[config.mk]
export PLATFORM = sky130hd
export DESIGN_NAME = tdm_rx_multi_flat
export DESIGN_NICKNAME = d
export VERILOG_FILES = /design/src/rtl/tdm_pkg.sv /design/src/rtl/tdm_rx_multi_if.sv /design/src/rtl/tdm_fsync_tracker.sv /design/src/rtl/tdm_rx_multi.sv /design/src/flat_wrapper.sv
export SDC_FILE = /design/constraint.sdc
export NUM_CORES = 1
export LEC_CHECK = 0
export ABC_AREA = 0
export CAP_MARGIN = 30
export CELL_PAD_IN_SITES_DETAIL_PLACEMENT = 1
export CELL_PAD_IN_SITES_GLOBAL_PLACEMENT = 2
export CORE_MARGIN = 2
export CORE_UTILIZATION = 42
export DETAILED_ROUTE_END_ITERATION = 8
export GPL_ROUTABILITY_DRIVEN = 0
export PLACE_DENSITY = 0.86
export SLEW_MARGIN = 20
export SYNTH_ARGS = -nofsm -noshare
export SYNTH_HDL_FRONTEND = slang
export SYNTH_SLANG_ARGS = --single-unit
[constraint.sdc]
create_clock -name mclk -period 4.03 [get_ports mclk]
set_clock_uncertainty 0.2 [all_clocks]
set_input_delay 0.6045 -clock mclk [delete_from_list [all_inputs] [get_ports mclk]]
set_output_delay 0.6045 -clock mclk [all_outputs]
set_load 0.01 [all_outputs]
[src/rtl/tdm_pkg.sv]
// Shared types and sizing helpers for the multi-slot TDM receiver.
package tdm_pkg;

   typedef enum logic [1:0] {
      HUNT,
      CHECK,
      LOCKED
   } state_e;

   function automatic int frame_bits(input int channels, input int slot_bits);
      return channels * slot_bits;
   endfunction

   // Width of a counter that spans 0 .. frameBits-1.
   function automatic int idx_width(input int frameBits);
      return (frameBits > 2) ? $clog2(frameBits) : 1;
   endfunction

endpackage

[src/rtl/tdm_rx_multi_if.sv]
// Serial-side inputs and parallel-sample outputs of tdm_rx_multi.
// err_count exists only when TDM_RX_ERR_CNT_EN is defined.
interface tdm_rx_multi_if #(
   parameter int CHANNELS    = 2,
   parameter int SAMPLE_BITS = 16
);

   logic                            bit_en;
   logic                            fsync;
   logic                            tdm_in;
   logic [CHANNELS*SAMPLE_BITS-1:0] ch_data;
   logic                            frame_valid;
   logic                            locked;
   logic                            sync_err;

`ifdef TDM_RX_ERR_CNT_EN
   logic [15:0]                     err_count;

   modport master (
      output bit_en, fsync, tdm_in,
      input  ch_data, frame_valid, locked, sync_err, err_count
   );

   modport slave (
      input  bit_en, fsync, tdm_in,
      output ch_data, frame_valid, locked, sync_err, err_count
   );
`else
   modport master (
      output bit_en, fsync, tdm_in,
      input  ch_data, frame_valid, locked, sync_err
   );

   modport slave (
      input  bit_en, fsync, tdm_in,
      output ch_data, frame_valid, locked, sync_err
   );
`endif

endinterface

[src/rtl/tdm_fsync_tracker.sv]
// Frame-sync edge detect, frame bit counter and HUNT/CHECK/LOCKED alignment FSM.
// idx_o/state_o describe the bit being sampled in the current bit_en cycle.
module tdm_fsync_tracker
   import tdm_pkg::*;
#(
   parameter int CHANNELS  = 2,
   parameter int SLOT_BITS = 32
) (
   input  logic                                         mclk,
   input  logic                                         rst,
   input  logic                                         bit_en_i,
   input  logic                                         fsync_i,
   output logic [idx_width(frame_bits(CHANNELS, SLOT_BITS))-1:0] idx_o,
   output state_e                                       state_o,
   output logic                                         locked_o,
   output logic                                         sync_err_o
);

   localparam int FB = frame_bits(CHANNELS, SLOT_BITS);
   localparam int IW = idx_width(FB);
   localparam logic [IW-1:0] LAST_IDX = IW'(FB - 1);
   localparam logic [IW-1:0] IDX_ONE  = IW'(1);

   state_e          state_q, state_d;
   logic [IW-1:0]   idx_q, idx_d;
   logic            fsPrev_q;
   logic            syncErr_q, syncErr_d;
   logic            edgeDet;

   assign edgeDet = bit_en_i & fsync_i & ~fsPrev_q;

   // An fsync edge always marks bit 0 of a new frame reference; what it means
   // for alignment depends on where the running counter expected it.
   always_comb begin
      state_d   = state_q;
      idx_d     = idx_q;
      syncErr_d = 1'b0;
      if (bit_en_i) begin
         idx_d = (idx_q == LAST_IDX) ? '0 : idx_q + 1'b1;
         unique case (state_q)
            HUNT: begin
               idx_d = '0;
               if (edgeDet) begin
                  state_d = CHECK;
                  idx_d   = IDX_ONE;
               end
            end
            CHECK: begin
               if (edgeDet) begin
                  idx_d = IDX_ONE;
                  if (idx_q == '0) begin
                     state_d = LOCKED;
                  end
               end
            end
            LOCKED: begin
               if (edgeDet) begin
                  idx_d = IDX_ONE;
                  if (idx_q != '0) begin
                     syncErr_d = 1'b1;
                     state_d   = CHECK;
                  end
               end else if (idx_q == '0) begin
                  syncErr_d = 1'b1;
                  state_d   = HUNT;
                  idx_d     = '0;
               end
            end
            default: begin
               state_d = HUNT;
               idx_d   = '0;
            end
         endcase
      end
   end

   always_ff @(posedge mclk or posedge rst) begin
      if (rst) begin
         state_q   <= HUNT;
         idx_q     <= '0;
         fsPrev_q  <= 1'b0;
         syncErr_q <= 1'b0;
      end else begin
         state_q   <= state_d;
         idx_q     <= idx_d;
         syncErr_q <= syncErr_d;
         if (bit_en_i) begin
            fsPrev_q <= fsync_i;
         end
      end
   end

   assign idx_o      = edgeDet ? '0 : idx_q;
   assign state_o    = state_d;
   assign locked_o   = (state_q == LOCKED);
   assign sync_err_o = syncErr_q;

endmodule

[src/rtl/tdm_rx_multi.sv]
// Parametrised TDM receiver: deserialises CHANNELS slots per frame into ch_data.
// Define TDM_RX_ERR_CNT_EN to add the saturating err_count output.
module tdm_rx_multi
   import tdm_pkg::*;
#(
   parameter int CHANNELS    = 2,
   parameter int SLOT_BITS   = 32,
   parameter int SAMPLE_BITS = 16,
   parameter int FSYNC_DELAY = 1
) (
   input  logic           mclk,
   input  logic           rst,
   tdm_rx_multi_if.slave  bus
);

   localparam int FB  = frame_bits(CHANNELS, SLOT_BITS);
   localparam int IW  = idx_width(FB);
   localparam int IWP = IW + 1;
   localparam int CW  = CHANNELS * SAMPLE_BITS;

   localparam logic [IW:0] SLOT_W    = IWP'(SLOT_BITS);
   localparam logic [IW:0] CAP_LO    = IWP'(FSYNC_DELAY);
   localparam logic [IW:0] SAMPLE_W  = IWP'(SAMPLE_BITS);
   localparam logic [IW:0] CAP_LAST  = IWP'(SAMPLE_BITS - 1);
   localparam logic [IW:0] LAST_SLOT = IWP'(CHANNELS - 1);

   logic [IW-1:0]          bitIdx;
   state_e                 bitState;
   logic                   syncErr;
   logic [IW:0]            idxW, slotNum, slotOff, capOff;
   logic                   capActive, capEn, capLsb;
   logic [SAMPLE_BITS-1:0] shift_q, shift_d, sample;
   logic [SAMPLE_BITS-1:0] stage_q [CHANNELS];
   logic [SAMPLE_BITS-1:0] stage_d [CHANNELS];
   logic [CW-1:0]          chData_q, chData_d;
   logic                   frameValid_q, frameValid_d;

   tdm_fsync_tracker #(
      .CHANNELS  (CHANNELS),
      .SLOT_BITS (SLOT_BITS)
   ) u_tracker (
      .mclk       (mclk),
      .rst        (rst),
      .bit_en_i   (bus.bit_en),
      .fsync_i    (bus.fsync),
      .idx_o      (bitIdx),
      .state_o    (bitState),
      .locked_o   (bus.locked),
      .sync_err_o (syncErr)
   );

   // capOff wraps to a large value for bits before the capture window, so a
   // single compare bounds both ends.
   assign idxW      = {1'b0, bitIdx};
   assign slotNum   = idxW / SLOT_W;
   assign slotOff   = idxW % SLOT_W;
   assign capOff    = slotOff - CAP_LO;
   assign capActive = bus.bit_en && (bitState != HUNT);
   assign capEn     = capActive && (capOff < SAMPLE_W);
   assign capLsb    = capActive && (capOff == CAP_LAST);
   assign sample    = {shift_q[SAMPLE_BITS-2:0], bus.tdm_in};

   always_comb begin
      shift_d      = shift_q;
      stage_d      = stage_q;
      chData_d     = chData_q;
      frameValid_d = 1'b0;
      if (capEn) begin
         shift_d = sample;
      end
      if (capLsb) begin
         for (int k = 0; k < CHANNELS; k++) begin
            if (slotNum == IWP'(k)) begin
               stage_d[k] = sample;
            end
         end
         if ((slotNum == LAST_SLOT) && (bitState == LOCKED)) begin
            for (int k = 0; k < CHANNELS; k++) begin
               chData_d[k*SAMPLE_BITS +: SAMPLE_BITS] = stage_d[k];
            end
            frameValid_d = 1'b1;
         end
      end
   end

   always_ff @(posedge mclk or posedge rst) begin
      if (rst) begin
         shift_q      <= '0;
         chData_q     <= '0;
         frameValid_q <= 1'b0;
         for (int k = 0; k < CHANNELS; k++) begin
            stage_q[k] <= '0;
         end
      end else begin
         shift_q      <= shift_d;
         stage_q      <= stage_d;
         chData_q     <= chData_d;
         frameValid_q <= frameValid_d;
      end
   end

   assign bus.ch_data     = chData_q;
   assign bus.frame_valid = frameValid_q;
   assign bus.sync_err    = syncErr;

`ifdef TDM_RX_ERR_CNT_EN
   logic [15:0] errCount_q;

   always_ff @(posedge mclk or posedge rst) begin
      if (rst) begin
         errCount_q <= '0;
      end else if (syncErr && (errCount_q != 16'hFFFF)) begin
         errCount_q <= errCount_q + 16'd1;
      end
   end

   assign bus.err_count = errCount_q;
`endif

endmodule

[src/flat_wrapper.sv]
// flat-port wrapper written by rule: the top's interface ports become plain ports
module tdm_rx_multi_flat import tdm_pkg::*;
#(
   parameter int CHANNELS    = 2,
   parameter int SLOT_BITS   = 32,
   parameter int SAMPLE_BITS = 16,
   parameter int FSYNC_DELAY = 1
)
  (mclk, rst, bus_bit_en, bus_fsync, bus_tdm_in, bus_ch_data, bus_frame_valid, bus_locked, bus_sync_err);
  tdm_rx_multi_if #(.CHANNELS(CHANNELS), .SAMPLE_BITS(SAMPLE_BITS)) bus_i ();
  input  logic mclk;
  input  logic rst;
  input wire logic [$bits(bus_i.bit_en)-1:0] bus_bit_en;
  input wire logic [$bits(bus_i.fsync)-1:0] bus_fsync;
  input wire logic [$bits(bus_i.tdm_in)-1:0] bus_tdm_in;
  output wire logic [$bits(bus_i.ch_data)-1:0] bus_ch_data;
  output wire logic [$bits(bus_i.frame_valid)-1:0] bus_frame_valid;
  output wire logic [$bits(bus_i.locked)-1:0] bus_locked;
  output wire logic [$bits(bus_i.sync_err)-1:0] bus_sync_err;
  assign bus_i.bit_en = bus_bit_en;
  assign bus_i.fsync = bus_fsync;
  assign bus_i.tdm_in = bus_tdm_in;
  assign bus_ch_data = bus_i.ch_data;
  assign bus_frame_valid = bus_i.frame_valid;
  assign bus_locked = bus_i.locked;
  assign bus_sync_err = bus_i.sync_err;
  tdm_rx_multi #(.CHANNELS(CHANNELS), .SLOT_BITS(SLOT_BITS), .SAMPLE_BITS(SAMPLE_BITS), .FSYNC_DELAY(FSYNC_DELAY)) u_core (.mclk(mclk), .rst(rst), .bus(bus_i));
endmodule
==> results of run 1 <==
-- area by class of cell --
cell class / instances / area (um2)
clock buffer: 10 / 138
clock inverter: 6 / 88.8
fill: 717 / 3450
inverter: 8 / 30.0
multi-input combinational: 117 / 1230
sequential: 74 / 1850
tap: 99 / 124
timing repair buffer: 42 / 413
-- flip-flops by register name, indices dropped and copies added (netlist names) --
name                         flops
u_core.u_tracker.fsPrev_q        1
u_core.shift_q                  15
u_core.u_tracker.sync_err_o      1
u_core.bus.frame_valid           1
u_core.u_tracker.state_q         2
u_core.u_tracker.idx_q           6
u_core.bus.ch_data              32
u_core.stage_q                  16
-- power groups by stage --
stage | Sequential [W] | Clock (W) | Combinational, W
floorplan | 0.000962 | 0 | 0.000425
CTS | 0.000994 | 0.000664 | 0.000508
detailed placement | 0.00101 | 0 | 0.000504
global route | 0.00102 | 0.000700 | 0.000563
global placement | 0.000997 | 0 | 0.000488
finish | 0.000992 | 0.000646 | 0.000500
-- worst min-delay path by stage --
stage                                    endpoint                           start
6_report        u_core.bus.ch_data[8]$_DFFE_PP0P_  u_core.stage_q[24]$_DFFE_PP0P_
2_1_floorplan   u_core.bus.ch_data[0]$_DFFE_PP0P_  u_core.stage_q[16]$_DFFE_PP0P_
4_1_cts         u_core.bus.ch_data[4]$_DFFE_PP0P_  u_core.stage_q[20]$_DFFE_PP0P_
5_1_grt        u_core.bus.ch_data[13]$_DFFE_PP0P_  u_core.stage_q[29]$_DFFE_PP0P_
3_3_place_gp   u_core.bus.ch_data[12]$_DFFE_PP0P_  u_core.stage_q[28]$_DFFE_PP0P_
3_5_place_dp    u_core.bus.ch_data[8]$_DFFE_PP0P_  u_core.stage_q[24]$_DFFE_PP0P_
-- cells in the final DEF, fill, tap and decap left out, types with 3 or more instances in the layout --
master and instances:
buf_4 3, clkbuf_8 10, clkdlybuf4s50_1 39, dfrtp_1 74, inv_1 7, mux2_2 35, mux2_4 29, nand2_1 6
nand3_1 4, nor2_1 4
-- layer usage --
layer,global-route usage,up-vias,share of wire
met5,0,-,0
met4,0.0606,0,0.0094
met3,0.0419,5,0.028
met2,0.241,25,0.50
met1,0.206,944,0.47
li1,-,828,-
-- through the flow --
step | utilization | instance area (um2) | std cells | hold slack [ps]
4_1_cts | 0.529 | 3880 | 356 | 310
6_report | 0.529 | 3880 | 356 | 307
3_3_place_gp | 0.498 | 3650 | 340 | 285
5_1_grt | 0.529 | 3880 | 356 | 320
2_1_floorplan | - | 3220 | 207 | 276
3_5_place_dp | 0.498 | 3650 | 340 | 295
-- critical path, cell delays in order --
cell	delay [ps]
clkdlybuf4s50_1	450
buf_4	200
and4_4	270
and3_4	600
mux2_2	400
-- logic make-up (layout without fill, tap and decap cells) --
group | Yosys count | count (layout)
adder cells (fa/ha/maj) | 2 | 2
buffers and inverters | 16 | 66
flip-flops | 74 | 74
multiplexers | 64 | 64
XOR/XNOR | 2 | 2
AND/OR/NAND/NOR | 33 | 33
AO/OA/AOI/OAI | 16 | 16
==> reports/qor.txt, run 1 <==
Mapped Cells: 207
Via count: 1,802
CP startpoint: bus_bit_en
IO Count: 40
Largest fanout on the critical path: 33
RSZ-0062 raised after global routing: no
Min-delay worst type: reg2reg
Syn_nets: 214
Yosys warns: 0
Grt total ovfl: 0
Initial DRC Count: 71
CTS H-Tree Depth: 3
Sequential area share after synthesis: 0.574
Worst setup path category: in2reg
Fin. max-slew vios: 0
Compound-Gate Fraction of Synth Area: 0.0407
Average cell area after synthesis: 15.6 um2
Power share of the clock group: 0.302
Min Tclk post-route: 2520 ps
# hold bufs at CTS: 0
Outcome: completed
First-pass GRT wire length: 10,100 um
Critical Path End Type: flop
Fin. Hold Viols: 0
Clock transition at the registers of the reported paths: 80 ps
Hold Path Stages: 1
Core area: 7330 um2
Antenna-violating nets left: 0
R2R setup slack: 1610 ps
Largest family of logic cells by synthesized area: multiplexers
Number of global-route vias before repair: 1,956
Post-synthesis cell area: 3220 um2
Tightest Pin Transition: 767 ps
Static Leak: 1.80 nW
Power Dens Cells: 551 nW/um2
Sw power: 0.000663 W
Number of distinct library cells after synthesis: 39
Ant diodes: 0
Synth Area in Simple Gates: 0.0710
Row cnt: 31
CP endpoint: u_core.bus.ch_data[18]$_DFFE_PP0P_
Dominant cell type by area after synthesis: dfrtp_1
Initial core utilization: 0.440
Vias per cell: 5.06
CTS Root Cell: clkbuf_8
Internal power: 0.00147 W
Setup ws final: 1510 ps
CP startpoint kind: input pin
Peak VDD IR: 0.275 mV
Post-cts repair resize count: 0
Post-synthesis mux area share: 0.257
Dominant cells by area after synthesis: dfrtp_1, mux2_4, mux2_2, buf_12, inv_1
Num CTS Buffers: 9
Pre-Repair DR Iteration Count: 4
Reg2reg start: u_core.u_tracker.idx_q[0]$_DFFE_PP0P_
Worst slew margin: 0.488
Top cell type's share of synthesized area: 0.574
Worst flop-to-flop path endpoint: u_core.bus.ch_data[18]$_DFFE_PP0P_
Clock Sinks: 74
Max-cap check violation count: 0
Setup TNS: 0 ps
Die area: 8390 um2
Port Buffers: 39
All-layer global routing usage: 0.155
Most frequently used flop master after synthesis: dfrtp_1
Dpl ws: 1120 ps
Asr flop ratio synth: 1.00
Adder-cell share of the synthesized area: 0.00776
Post-Synth XOR/XNOR Area: 0.00543
Sequential fraction of design power: 0.464
Final net count: 259
Routed wire length: 5750 um
P&R area growth vs syn: 20.3%
TritonCTS clock tree: done
Final HPWL DP: 3880 um
Initial antenna violation count: 0
DRC viols: 0
Reg2Reg Depth: 4
Die Height: 91.6 um
Number of synthesized register bits: 74
Longest Clk Path Bufs: 2
Setup-failing EPs final: 0
Post-CTS Setup Inserts: 0
Final Cycle Share: 0.626
Tot Pwr: 0.00214 W
Critical Path AT: 2550 ps
Wire length per cell: 16.2 um
Switching Share: 0.310
Comb pwr share: 0.234
Share of cells above drive strength 1: 0.362
Largest net degree at the start of global routing: 38
Most common cell in the netlist: dfrtp_1
Commonest cells in the netlist: dfrtp_1, mux2_2, mux2_4
Clk_lat worst skew: 340 ps
Number of synthesized flops with an enable pin: 0
Worst path required time: 4060 ps
Die X: 91.6 um
Fmax: 396 MHz
No activity file was read; power rests on OpenSTA's default activity.
==> run 2: changes to the inputs <==
CORE_UTILIZATION = 39   (was 42)
PLACE_DENSITY = 0.81   (was 0.86)
clock period = 2.5 ns   (was 4.03 ns; I/O delays follow)
==> run 2 against run 1 <==
Critical path depth shrank 2. Clock power grew 64%. Utilization shrank 3.8 points. Final cell count grew 3.7%. Global-route usage shrank 0.30 points. Critical endpoint is now bus_locked. Largest power group unchanged. Highest routed layer unchanged.
==> reports/qor.txt, run 2 (synthesized netlist as in run 1, its figures left out) <==
Fin. Hold Viols: 0 (unchanged)
Final net count: 266 (+2.7%)
Max reg flops: 32 (unchanged)
Post-CTS Setup Inserts: 0 (unchanged)
Most common cell after layout, fill and taps aside: dfrtp_1
Core area: 8130 um2 (+11%)
Setup-failing EPs final: 0 (unchanged)
Antenna-violating nets left: 0 (unchanged)
Number of global-route vias before repair: 2,045 (+4.6%)
CTS Root Cell: clkbuf_8
Fin. max-slew vios: 0 (unchanged)
Largest fanout on the critical path: 7 (-79%)
Pre-Repair DR Iteration Count: 4 (unchanged)
First-pass GRT wire length: 10,300 um (+1.8%)
Row cnt: 33 (+6.5%)
Worst setup path category: reg2out
Clock transition at the registers of the reported paths: 80 ps (about the same)
Static Leak: 1.85 nW (+3.1%)
Port Buffers: 39 (unchanged)
Power share of the clock group: 0.301 (about the same)
Sw power: 0.00108 W (+63%)
Worst path required time: 1920 ps (-2140 ps)
Switching Share: 0.308 (-0.00212)
Initial DRC Count: 54 (-24%)
Routed wire length: 6040 um (+5.0%)
Power Dens Cells: 881 nW/um2 (+60%)
Area of all placed cells without fillers: 3990 um2 (+3.0%)
CTS H-Tree Depth: 3 (unchanged)
Grt total ovfl: 0 (unchanged)
Share of cells above drive strength 1: 0.379 (+0.0169)
Final HPWL DP: 4140 um (+6.7%)
Initial core utilization: 0.396 (-0.0434)
Wire length per cell: 16.4 um (+1.3%)
Die Height: 94.9 um (+3.6%)
IO Count: 40 (unchanged)
Reg2Reg Depth: 6 (+2)
Ant diodes: 0 (unchanged)
Post-cts repair resize count: 1 (+1)
Clk_lat worst skew: 350 ps (about the same)
# hold bufs at CTS: 0 (unchanged)
Die area: 9010 um2 (+7.3%)
Final Non-Filler Cells: 369 (+3.7%)
Worst slew margin: 0.666 (+0.178)
Largest net degree at the start of global routing: 35 (-7.9%)
Fmax: 426 MHz
Final Cycle Share: 0.939
Min-delay worst type: in2async
Longest Clk Path Bufs: 2 (unchanged)
Setup TNS: 0 ps (unchanged)
DRC viols: 0 (unchanged)
Peak VDD IR: 0.456 mV (+66%)
DP Area: 3760 um2 (+3.0%)
Clock Sinks: 74 (unchanged)
Via count: 1,844 (+2.3%)
RSZ-0062 raised after global routing: no
CP startpoint kind: flop
Critical Path End Type: output port
Initial antenna violation count: 0 (unchanged)
Outcome: completed
Tot Pwr: 0.00352 W (+64%)
All-layer global routing usage: 0.152 (-0.00298)
TritonCTS clock tree: done
Num CTS Buffers: 9 (unchanged)
Placed Cells: 353 (+3.8%)
Sequential fraction of design power: 0.455 (-0.009)
Vias per cell: 5.00 (-1.3%)
Critical Path AT: 1770 ps (-780 ps)
Die X: 94.9 um (+3.6%)
Tightest Pin Transition: 500 ps (-267 ps)
P&R area growth vs syn: 23.8%
Internal power: 0.00243 W (+65%)
Max-cap check violation count: 0 (unchanged)
Commonest non-fill, non-tap cells in the layout: dfrtp_1, clkdlybuf4s50_1, mux2_2
Comb pwr share: 0.244 (+0.010)
Min Tclk post-route: 2350 ps
Min Hold Slack: 173 ps (-134 ps)
==> run 2: cell types whose count changed in the layout (fill, tap and decap cells not counted) <==
cell        delta
buf_12         +4
buf_4          +3
clkinvlp_4     -2
clkbuf_1       +1
clkbuf_8       +1
clkinv_4       +1
inv_6          -1
nor2_1         -1
nor2_2         +1
==> run 2: cell type report <==
class | instances | area [um2]
tap | 105 | 131
timing repair buffer | 49 | 515
multi-input combinational | 117 | 1230
inverter | 8 | 30.0
fill | 819 | 4140
clock inverter | 4 | 73.8
clock buffer | 12 | 155
sequential | 74 | 1850
==> run 2: per-layer routing <==
| layer | vias to the layer above | track usage | routed length (um) |
|---|---|---|---|
| met5 | - | 0 | 0 |
| met4 | 0 | 0.0580 | 89 |
| met3 | 6 | 0.0455 | 211 |
| met2 | 34 | 0.253 | 2980 |
| met1 | 954 | 0.185 | 2760 |
| li1 | 850 | - | - |
==> run 2: path summary, 6_finish.rpt <==
kind                                                  startpoint                               endpoint  slack [ps]
hold reg to reg                   u_core.stage_q[25]$_DFFE_PP0P_      u_core.bus.ch_data[9]$_DFFE_PP0P_         300
min in group mclk                 u_core.stage_q[25]$_DFFE_PP0P_      u_core.bus.ch_data[9]$_DFFE_PP0P_         300
hold / removal                                               rst     u_core.bus.ch_data[12]$_DFFE_PP0P_         170
setup reg to reg           u_core.u_tracker.idx_q[0]$_DFFE_PP0P_  u_core.u_tracker.state_q[1]$_DFF_PP0_         320
max in group asynchronous                                    rst         u_core.shift_q[14]$_DFFE_PP0P_        1370
setup / recovery           u_core.u_tracker.state_q[1]$_DFF_PP0_                             bus_locked         150
==> run 2: power groups by stage <==
stage / combinational, W / sequential [W] / clock (W)
2_1_floorplan: 0.000685 / 0.00155 / 0
3_3_place_gp: 0.000832 / 0.00161 / 0
3_5_place_dp: 0.000867 / 0.00162 / 0
4_1_cts: 0.000879 / 0.00160 / 0.00109
6_report: 0.000859 / 0.00160 / 0.00106
5_1_grt: 0.000954 / 0.00163 / 0.00115
==> run 2: worst max-delay path: stages (launching register included) <==
cell and delay (ps):
dfrtp_1 470, inv_1 100, nor2_2 260, clkdlybuf4s50_1 600
==> run 2: through the flow <==
step	setup slack, ps	util
after floorplan	43.4	-
after global placement	190	0.462
after detailed placement	144	0.462
after CTS	134	0.491
after global routing	65.7	0.491
final	152	0.491
==> run 3: changes to the inputs <==
CORE_MARGIN = 4   (was 2)
==> run 3 against run 2 <==
Critical path depth unchanged. Clock power about the same. Via count decreased by 2.0%. Register-to-register slack got worse by 40 ps. Global-route usage decreased by 2.0 points. Utilization increased by 1.3 points. Non-clock buffer count decreased by 2. Highest routed layer unchanged.
==> reports/qor.txt, run 3 (synthesized netlist as in run 1, its figures left out) <==
Setup TNS: 0 ps (unchanged)
Crit path cell chain: inv_1 -> nor2_2 -> clkdlybuf4s50_1
Critical Path AT: 1710 ps (-60 ps)
Num CTS Buffers: 9 (unchanged)
Outcome: completed
Setup-failing EPs final: 0 (unchanged)
Placed Cells: 348 (-1.4%)
Worst slew margin: 0.711 (+0.0450)
Clock Sinks: 74 (unchanged)
CP top delay family: buffers and inverters
Critical Path End Type: output port
WP buf/inv: 2 (unchanged)
DRC viols: 0 (unchanged)
Antenna-violating nets left: 0 (unchanged)
Power share of the clock group: 0.297 (-0.004)
Util after Layout: 0.504 (+0.0128)
Final net count: 264 (-0.75%)
Fin. max-slew vios: 0 (unchanged)
Wire length on met1: 2800 um (+1.6%)
Port Buffers: 39 (unchanged)
Internal power: 0.00241 W (-0.79%)
Ant diodes: 0 (unchanged)
Grt total ovfl: 0 (unchanged)
Final HPWL DP: 4140 um (-0.10%)
# hold bufs at CTS: 0 (unchanged)
All-layer global routing usage: 0.132 (-0.0202)
Min Tclk post-route: 2290 ps (-60.4 ps)
Largest net degree at the start of global routing: 56 (+60%)
Max stage delay on crit path: 590 ps (about the same)
Min-delay worst type: in2async
Initial core utilization: 0.409 (+0.0124)
Switching Share: 0.311 (+0.00332)
TritonCTS clock tree: done
Fin. Hold Viols: 0 (unchanged)
Dpl ws: 142 ps (-2.09 ps)
Comb pwr share: 0.246 (+0.002)
Detailed route wirelength on metal2: 2800 um (-6.0%)
CP startpoint kind: flop
Sequential fraction of design power: 0.457 (+0.002)
RSZ-0062 raised after global routing: no
Worst setup path category: reg2out
Setup ws final: 213 ps (+60.4 ps)
Commonest non-fill, non-tap cells in the layout: dfrtp_1, clkdlybuf4s50_1, mux2_2
Pre-Repair DR Iteration Count: 4 (unchanged)
Largest fanout on the critical path: 7 (unchanged)
First-pass GRT wire length: 10,100 um (-1.5%)
Longest Clk Path Bufs: 2 (unchanged)
IO Count: 40 (unchanged)
Vias per cell: 4.96 (-0.66%)
Static Leak: 1.84 nW (-0.58%)
DR top layer: met4
Max-cap check violation count: 0 (unchanged)
Via count: 1,807 (-2.0%)
Sw power: 0.00109 W (+0.76%)
Die area: 9790 um2 (+8.6%)
Number of global-route vias before repair: 1,961 (-4.1%)
Core area: 7890 um2 (-3.0%)
P&R area growth vs syn: 23.2%
Initial antenna violation count: 0 (unchanged)
Clk_lat worst skew: 350 ps (about the same)
Final Cycle Share: 0.915 (-0.0242)
Fmax: 437 MHz (+2.6%)
Power Dens Cells: 882 nW/um2 (+0.19%)
Die Height: 98.9 um (+4.2%)
Final Non-Filler Cells: 364 (-1.4%)
Met3 wire length: 237 um (+12%)
Worst path required time: 1920 ps (about the same)
Max reg flops: 32 (unchanged)
CTS H-Tree Depth: 3 (unchanged)
Die X: 98.9 um (+4.2%)
Share of cells above drive strength 1: 0.378 (-0.000925)
Peak VDD IR: 0.365 mV (-20%)
Initial DRC Count: 27 (-50%)
Routed wire length: 5940 um (-1.6%)
Tightest Pin Transition: 432 ps (-67.4 ps)
Row cnt: 32 (-3.0%)
CTS Root Cell: clkbuf_8
Most common cell after layout, fill and taps aside: dfrtp_1
Wire length per cell: 16.3 um (-0.24%)
Clock transition at the registers of the reported paths: 90 ps (about the same)
Slowest cell on crit path: clkdlybuf4s50_1
-- run 3: power by group through the flow --
stage               combinational, W  sequential [W]  clock, W
floorplan                   0.000685         0.00155         0
global placement            0.000841         0.00161         0
detailed placement          0.000865         0.00162         0
CTS                         0.000870         0.00160   0.00108
global route                0.000950         0.00164   0.00115
finish                      0.000863         0.00160   0.00104
-- run 3: worst paths after layout --
check | startpoint | to | slack [ps] | cells past startpoint
max | u_core.u_tracker.state_q[1]$_DFF_PP0_ | bus_locked | 210 | 3
min | rst | u_core.bus.ch_data[30]$_DFFE_PP0P_ | 150 | 2
max reg2reg | u_core.u_tracker.idx_q[0]$_DFFE_PP0P_ | u_core.bus.ch_data[31]$_DFFE_PP0P_ | 280 | 5
min reg2reg | u_core.stage_q[19]$_DFFE_PP0P_ | u_core.bus.ch_data[3]$_DFFE_PP0P_ | 300 | 1
max in group asynchronous | rst | u_core.shift_q[1]$_DFFE_PP0P_ | 1320 | 3
min in group mclk | u_core.stage_q[19]$_DFFE_PP0P_ | u_core.bus.ch_data[3]$_DFFE_PP0P_ | 300 | 1
-- run 3: cell type report --
type / count / area (um2)
Clock inverter: 6 / 90.1
Clock buffer: 10 / 138
Multi-Input combinational cell: 117 / 1230
Sequential cell: 74 / 1850
Fill cell: 784 / 3920
Inverter: 8 / 30.0
Tap cell: 102 / 128
Timing Repair Buffer: 47 / 500
-- run 3: per-layer routing --
layer | track usage | vias to the layer above
met2 | 0.196 | 33
met5 | 0 | -
li1 | - | 840
met4 | 0.0620 | 0
met1 | 0.178 | 926
met3 | 0.0354 | 8
-- run 3: repair_timing --
item | 4_1_cts | 5_1_grt
endpoints found under the setup margin | 0 | 1
setup buffers | 0 | 0
gates resized for setup | 0 | 1
-- run 3: worst reg2reg max path, cell delays in order, from the launching register on --
cell and delay, ps:
dfrtp_1 450, nor4_2 350, and4_4 310, and3_4 290, buf_12 190, mux2_4 320
-- run 3: stage by stage --
step	total power, W	cell area, um2	hold WS (ps)
after global placement	0.00245	3740	282
after detailed placement	0.00249	3740	287
final	0.00351	3970	147
after floorplan	0.00224	3220	276
after global routing	0.00374	3970	188
after CTS	0.00355	3970	146
